[config.mk]
export PLATFORM = sky130hd
export DESIGN_NAME = adsr_envelope_gen
export DESIGN_NICKNAME = d
export VERILOG_FILES = /design/src/rtl/adsr_envelope_gen.sv
export SDC_FILE = /design/constraint.sdc
export NUM_CORES = 1
export LEC_CHECK = 0
export ABC_AREA = 1
export CORE_MARGIN = 1.5
export CORE_UTILIZATION = 55
export DETAILED_ROUTE_END_ITERATION = 8
export HOLD_SLACK_MARGIN = 0.1
export PLACE_DENSITY = 0.84
export SYNTH_ARGS = -nofsm -noshare
export SYNTH_HDL_FRONTEND = slang
export SYNTH_SLANG_ARGS = --single-unit
[constraint.sdc]
create_clock -name clk -period 9.35 [get_ports clk]
set_input_delay 1.87 -clock clk [delete_from_list [all_inputs] [get_ports clk]]
set_output_delay 1.87 -clock clk [all_outputs]
set_load 0.01 [all_outputs]
[src/rtl/adsr_envelope_gen.sv]
// ADSR envelope generator for one voice.
// The level is a fixed-point accumulator. Its integer part is the 7-bit
// amplitude sent to the pulse generator. State and level move only on
// sample_tick. A trigger pulse that arrives between ticks is held until the
// next tick.
module adsr_envelope_gen #(
  parameter int ACC_W     = 16,
  parameter int FRAC_BITS = 9
) (
  input  logic             clk,
  input  logic             rst,
  input  logic             sample_tick,
  input  logic             gate,
  input  logic             trigger,
  input  logic [ACC_W-1:0] attack_rate,
  input  logic [ACC_W-1:0] decay_rate,
  input  logic [6:0]       sustain_level,
  input  logic [ACC_W-1:0] release_rate,
  output logic [6:0]       amplitude,
  output logic [2:0]       env_state,
  output logic             active,
  output logic             done
);

  localparam int AMP_W = ACC_W - FRAC_BITS;

  // Full-scale level: every amplitude bit set, fraction cleared.
  localparam logic [ACC_W-1:0] PEAK = {{AMP_W{1'b1}}, {FRAC_BITS{1'b0}}};

  typedef enum logic [2:0] {
    S_IDLE    = 3'd0,
    S_ATTACK  = 3'd1,
    S_DECAY   = 3'd2,
    S_SUSTAIN = 3'd3,
    S_RELEASE = 3'd4
  } state_t;

  state_t           state, state_nxt;
  logic [ACC_W-1:0] env, env_nxt;
  logic             trig_pend;
  logic             done_nxt;

  logic [ACC_W-1:0]        sus;
  logic [ACC_W:0]          attack_sum;
  logic signed [ACC_W:0]   decay_diff;
  logic signed [ACC_W:0]   release_diff;
  logic                    trig_any;
  logic                    in_held_phase;
  logic                    in_rest_phase;

  // The arithmetic is one bit wider than env. The attack carry and any
  // negative subtract result are caught before env is written, so env
  // never wraps.
  assign sus          = {sustain_level, {FRAC_BITS{1'b0}}};
  assign attack_sum   = {1'b0, env} + {1'b0, attack_rate};
  assign decay_diff   = $signed({1'b0, env}) - $signed({1'b0, decay_rate});
  assign release_diff = $signed({1'b0, env}) - $signed({1'b0, release_rate});

  // A trigger on the tick itself counts the same as a pending one.
  assign trig_any      = trig_pend | trigger;
  assign in_held_phase = (state == S_ATTACK) || (state == S_DECAY) ||
                         (state == S_SUSTAIN);
  assign in_rest_phase = (state == S_IDLE) || (state == S_RELEASE);

  // Next state and level for one tick. Gate and trigger events take
  // priority and leave env unchanged on their tick.
  // NOTE: every output of this block gets a default first, so no path
  // leaves a signal unassigned and no latch is inferred.
  always_comb begin
    state_nxt = state;
    env_nxt   = env;
    done_nxt  = 1'b0;
    if (trig_any && gate) begin
      state_nxt = S_ATTACK;
    end else if (!gate && in_held_phase) begin
      state_nxt = S_RELEASE;
    end else if (gate && in_rest_phase) begin
      state_nxt = S_ATTACK;
    end else begin
      unique case (state)
        S_IDLE: begin
          env_nxt = '0;
        end
        S_ATTACK: begin
          if (attack_sum >= {1'b0, PEAK}) begin
            env_nxt   = PEAK;
            state_nxt = S_DECAY;
          end else begin
            env_nxt = attack_sum[ACC_W-1:0];
          end
        end
        S_DECAY: begin
          if (decay_diff <= $signed({1'b0, sus})) begin
            env_nxt   = sus;
            state_nxt = S_SUSTAIN;
          end else begin
            env_nxt = decay_diff[ACC_W-1:0];
          end
        end
        S_SUSTAIN: begin
          env_nxt = sus;
        end
        S_RELEASE: begin
          if (release_diff <= $signed({(ACC_W+1){1'b0}})) begin
            env_nxt   = '0;
            state_nxt = S_IDLE;
            done_nxt  = 1'b1;
          end else begin
            env_nxt = release_diff[ACC_W-1:0];
          end
        end
        default: begin
          env_nxt   = '0;
          state_nxt = S_IDLE;
        end
      endcase
    end
  end

  // State, level and done change only on a tick. done is cleared on
  // every other clock, so it stays high for exactly one clock.
  // NOTE: sequential state uses non-blocking assignments, so every register
  // samples values from before the edge, whatever order the registers are
  // written in.
  always_ff @(posedge clk or posedge rst) begin
    if (rst) begin
      state <= S_IDLE;
      env   <= '0;
      done  <= 1'b0;
    end else if (sample_tick) begin
      state <= state_nxt;
      env   <= env_nxt;
      done  <= done_nxt;
    end else begin
      done  <= 1'b0;
    end
  end

  // Hold a trigger that arrives between ticks. The next tick uses it or
  // drops it.
  always_ff @(posedge clk or posedge rst) begin
    if (rst) begin
      trig_pend <= 1'b0;
    end else if (sample_tick) begin
      trig_pend <= 1'b0;
    end else if (trigger) begin
      trig_pend <= 1'b1;
    end
  end

  assign amplitude = env[ACC_W-1:FRAC_BITS];
  assign env_state = state;
  assign active    = (state != S_IDLE);

endmodule

---- Word-level counts from Yosys, hierarchy flattened ----
Cells that the tools add are included.
word-level totals
  output and inout port bits .............. 12
  bits in writable memories ............... 0
  register bits ........................... 21
  bits in read-only memories .............. 0
  bits in latches ......................... 0
  memories kept ........................... 0
operators by class
  reductions and logical operators ........ 13
  bitwise logic cells ..................... 4
  $add $sub $neg .......................... 3
  equal/unequal tests ..................... 8
  divide/modulo/power cells ............... 0
  mux-type cells .......................... 19
  multiply operators ...................... 0
  $lt $le $gt $ge ......................... 3
  shift operators ......................... 0
operator list
  kind                                                    count
  case mux 16 bit (4 select lines)                        1
  2-to-1 mux 16 bit                                       3
  subtractor 16 x 16 -> 17 bit                            2
  2-to-1 mux 3 bit                                        6
  adder 16 x 16 -> 17 bit                                 1
  >= comparator 17 x 16 -> 1 bit (second input constant)  1
  <= comparator 17 x 1 -> 1 bit (second input constant)   1
  <= comparator 17 bit                                    1
  inequality test 5 x 1 -> 1 bit (second input constant)  3
  case mux 3 bit (4 select lines)                         1
  2-to-1 mux 1 bit                                        8
  == test 3 x 2 -> 1 bit (second input constant)          2
  AND reduction 5 bit                                     1
  inequality test 4 x 1 -> 1 bit (second input constant)  1
  AND reduction 4 bit                                     1
  == test 3 x 1 -> 1 bit (second input constant)          1
  == test 3 bit (second input constant)                   1
  logical AND 1 bit                                       3
  logical NOT 3 bit                                       1
  logical OR 1 bit                                        3
  inverter 1 bit                                          3
  nonzero test 3 bit                                      1
  nonzero test 2 bit                                      1
  OR reduction 2 bit                                      1
  other kinds (2)                                         2

---- Logic depth before layout (Yosys ltp) ----
  word-level depth ........................ 8
  mapped depth ............................ 30

---- Worst setup path after synthesis ----
No wires, ideal clock.
  kind .................................... input -> register
  from .................................... input port decay_rate[0]
  to ...................................... register env[3]
  arrival time ............................ 4.526 ns
  stages on the path ...................... 28
  path slack .............................. 4.759 ns
  data required time ...................... 9.285 ns
  path through ............................ ha_1 inv_1 fa_1 nand3_1 nand2_1 nand3_1 nand2_1 nand2_1 nand2_1 xnor2_1 inv_1 ha_1 inv_1 nor2_1 nor2_1 o21ai_0 nand2_1 nand2_1 nand2_1 nand2_1 nand2_1 inv_1 nand2_4 nor2_4 nand3_1 nand3_1 nand2_1 nand2_1
on the way
  cells in the longest elaborated chain, start to end .. 4
ends and longest elaborated chain
  element                             line  source
  start: declaration                  16    input logic [ACC_W-1:0] decay_rate,
  subtractor 16 x 16 -> 17 bit *      56    assign decay_diff = $signed({1'b0, env}) - $signed({1'b0, decay_rate});
  <= comparator 17 bit                93    if (decay_diff <= $signed({1'b0, sus})) begin
  2-to-1 mux 16 bit *                 93
  case mux 16 bit (4 select lines) *  80    unique case (state)
  end signal: assignment              132   env <= env_nxt;
  end: declaration                    39    logic [ACC_W-1:0] env, env_nxt;
Every way passes the cells marked *; elsewhere a longest branch is shown, timed or not.
A chain may end at the register's enable or synchronous reset.

---- Worst setup path after layout ----
  from .................................... input port decay_rate[0]
  to ...................................... register env[8]
The elaborated chain is that of the path after synthesis.

==> flow_results.org <==
** Pwr
- Leakage Power :: 3.438 nW
- Max rail drop VDD :: 0.1425 mV
- The design draws 1.467 mW.
- P per Cell Area :: between 200 and 300 nW/um^2

** Timing
- Max-Slew Margin vs Limit :: 0.4580
- Number of pins with negative max-slew slack in the final report :: 0
- Final hold violation count :: 0
- Setup violations, final :: 0
- Total negative slack :: 0 ps
- Hold timing on the final database bottoms out at a slack of about 510 ps.
- The smallest clock period supported by the final layout is computed as 5303 ps.
- Fmax :: between 150 and 200 MHz
- Final critical-path share of the clock period :: 0.5671
- At the pin with the least slew margin, the transition time is 812.1 ps.
- Clock skew on the completed layout was measured at ~5.2 ps.
- Setup repair after global routing left no endpoint under its margin.

** Clocking
- The tree is rooted in a sky130_fd_sc_hd__clkbuf_8.
- Resize count post-CTS :: 0
- TritonCTS built the clock tree.
- CTS sink cnt :: 21
- CTS built an H-tree with a depth of 1.
- After clock tree synthesis, the clock-pin slew on the worst setup and hold paths is 80 ps.
- Post-CTS Repair Setup Buffers :: 0
- Clk_lat worst skew :: roughly 260 ps
- In this run, post-CTS hold repair placed 0 buffers.
- Maximum root-to-sink buffer count :: 2
- Clock tree synthesis inserted a total of 3 buffers.

** Placed design
- Routability-driven placement finished with a final weighted congestion of 0.9867.
- Half-perimeter wire length after detailed placement :: about 11000 um
- Input and output buffers added on the ports amount to 71.
- Once placement finished, the instance area stood at 5633 sq um.

** Route
- ANT nets after route :: 0
- The first detailed-routing pass took 5 iterations.
- Via count of the routed design :: 5492
- Iteration-0 DRC count of the detailed router :: 306
- Via count normalized by instance count :: 5.216
- The routed design has between 10000 and 15000 um of wire.
- After detailed routing, the number of remaining DRC violations is 0.
- Mean routed wirelength per cell :: 12.30 um

** Job
- Across the run, the number of max-cap violations was 0.

** Die
- The floorplan step defined a core boundary enclosing between 8000 and 9000 sq um.
- The initial utilization of the core area, before any placement, comes to 0.5633.
- The die covers roughly 9400 sq um.
- Rows :: 34
- Pin placement for this block handled 72 I/O pins.
- Vert. Die Dim :: roughly 97 um
- From left edge to right edge, the die measures roughly 97 um.

** Logic synthesis
- Yosys attributes the largest share of cell area to sky130_fd_sc_hd__nand2_1 (25%), sky130_fd_sc_hd__ha_1 (14%), sky130_fd_sc_hd__inv_1 (14%).
- Most common cell in the netlist :: sky130_fd_sc_hd__nand2_1
- The synthesized design contains 21 register bits.
- Synthesis warning total :: 0
- Counting every net in the synthesized netlist gives 999.
- Share of synthesized registers carrying an async set or reset :: 1.000
- Yosys cell types :: 39
- The share of synthesized area in the top cell type comes to 0.2523.
- Predominant post-synthesis flop cell :: sky130_fd_sc_hd__dfrtp_1
- In this run, synthesis inferred 0 flip-flops with an integrated enable.
- In the synthesized netlist, the number of instances is 881.
- Averaged over all synthesized cells, the footprint is 5.522 sq um.
- Sequential fraction of the synthesis area :: 0.1080
- Mapped Area :: between 4000 and 5000 sq um
- Of all cell types, the one taking the most synthesized area is sky130_fd_sc_hd__nand2_1.
- Leading cell types by count after synthesis :: sky130_fd_sc_hd__nand2_1 (327), sky130_fd_sc_hd__inv_1 (180), sky130_fd_sc_hd__nand3_1 (75), sky130_fd_sc_hd__nor2_1 (58), sky130_fd_sc_hd__ha_1 (55)

** Setup path
- Critical path's slowest cell :: sky130_fd_sc_hd__clkdlybuf4s50_1
- Worst Setup End Kind :: flip-flop
- STA puts the critical path data required time at 9540 ps.
- The worst setup path is launched from an input port.
- In this run the worst path has a maximum fanout of 10.
- Counting cells, the worst reg-to-reg path comes to 29.
- For this run, the slowest stage of the critical path takes 470 ps.
- CP Data Arrival Time :: roughly 5500 ps
- The setup path with the least slack is of type input port to flip-flop.
- The most numerous cell type found on the critical path is sky130_fd_sc_hd__nand2_1.

** Finish
- Area growth from synthesis to final layout :: 16.72%
- Proportion of layout cells with a drive suffix above 1 :: 0.04127
- Post-Route Utilization :: 0.6575
- After the last flow step, the layout net total stands at between 1000 and 1500.
- The repair_antennas step left the layout with diodes totalling 0.
- With fillers left out, the area of the finished cells amounts to between 5000 and 6000 sq um.

** Global route
- Entering global routing, the biggest net connects 22 pins.
- The initial antenna violation count was 0.
- Number of global-route vias before repair :: 5048
- For this run, the total global-route usage over all layers was measured as 0.2793.
- Final global-route overflow total :: 0
- The first global-routing pass estimated approximately 22000 um of wire.

** Min path
- Hold Path Depth :: 2
- Worst Hold Class :: flip-flop to flip-flop

** Run status
- The run finished with clean final reports.
layer usage:
metal,routed length (um),GRT usage
met5,0,0
met4,407,0.09142
met2,5853,0.4771
met3,756,0.01806
met1,5940,0.3746
worst max-delay path, delay by kind of cell:
kind	cells	cell delay, ps
simple gates	19	1640
xor+xnor	1	240
buf+inv	5	780
fa+ha+maj	3	820
compound gates	1	150
cells by family (layout without fill, tap and decap cells):
kind of cell,Yosys count,after routing,synth area share
buffers and inverters,200,264,0.1626
DFF,21,21,0.1080
xor gates and xnor gates,18,18,0.03241
adders and majority gates,58,58,0.1538
and+or+nand+nor,524,524,0.4738
AOI/OAI and AO/OA,60,60,0.06945
metrics by stage:
stage	setup slack (ps)	cells
floorplan	4759	881
global route	3639	1053
global placement	3942	1049
finish	4047	1053
detailed placement	3835	1049
CTS	4071	1053
registers in the layout, indices dropped and copies added, names as in the netlist:
signal / count
done: 1
env: 16
env_state: 3
trig_pend: 1
cell usage in the layout, fill, tap and decap left out, drive strengths merged, types with 2 or more instances in the layout:
cell and instances:
a21oi 34, nor2 64, nand3 82, a22oi 4, xor2 9, nand2 336
o21ai 13, clkdlybuf4s50 71, nand4 20, and2 2, nand3b 9, xnor2 9
nor3 11, fa 3, ha 55, dfrtp 21, clkbuf 4, o21bai 4
inv 187
layout make-up:
class / count / area (sq um)
Multi-Input combinational cell: 660 / 3548
Fill cell: 857 / 2958
Timing Repair Buffer: 72 / 718.2
Inverter: 188 / 705.7
Sequential cell: 21 / 525.5
Tap cell: 108 / 135.1
Clock buffer: 4 / 45.04
path summary, 6_finish.rpt:
| kind | from | end | slack [ps] |
|---|---|---|---|
| max in group asynchronous | rst | env[10] | 6780 |
| min in group asynchronous | rst | env[1] | 2060 |
| worst max-delay path | decay_rate[0] | env[8] | 4050 |
| worst max register to register | env[0] | env[8] | 5630 |
| worst min-delay path | trig_pend | trig_pend | 510 |
| worst min register to register | trig_pend | trig_pend | 510 |
report_power, final:
part / internal [mW] / switching (mW)
logic: 0.449 / 0.765
registers: 0.123 / 0.0711
clock network: 0.0303 / 0.0289
Note: power is estimated with default switching activity, not from simulation.
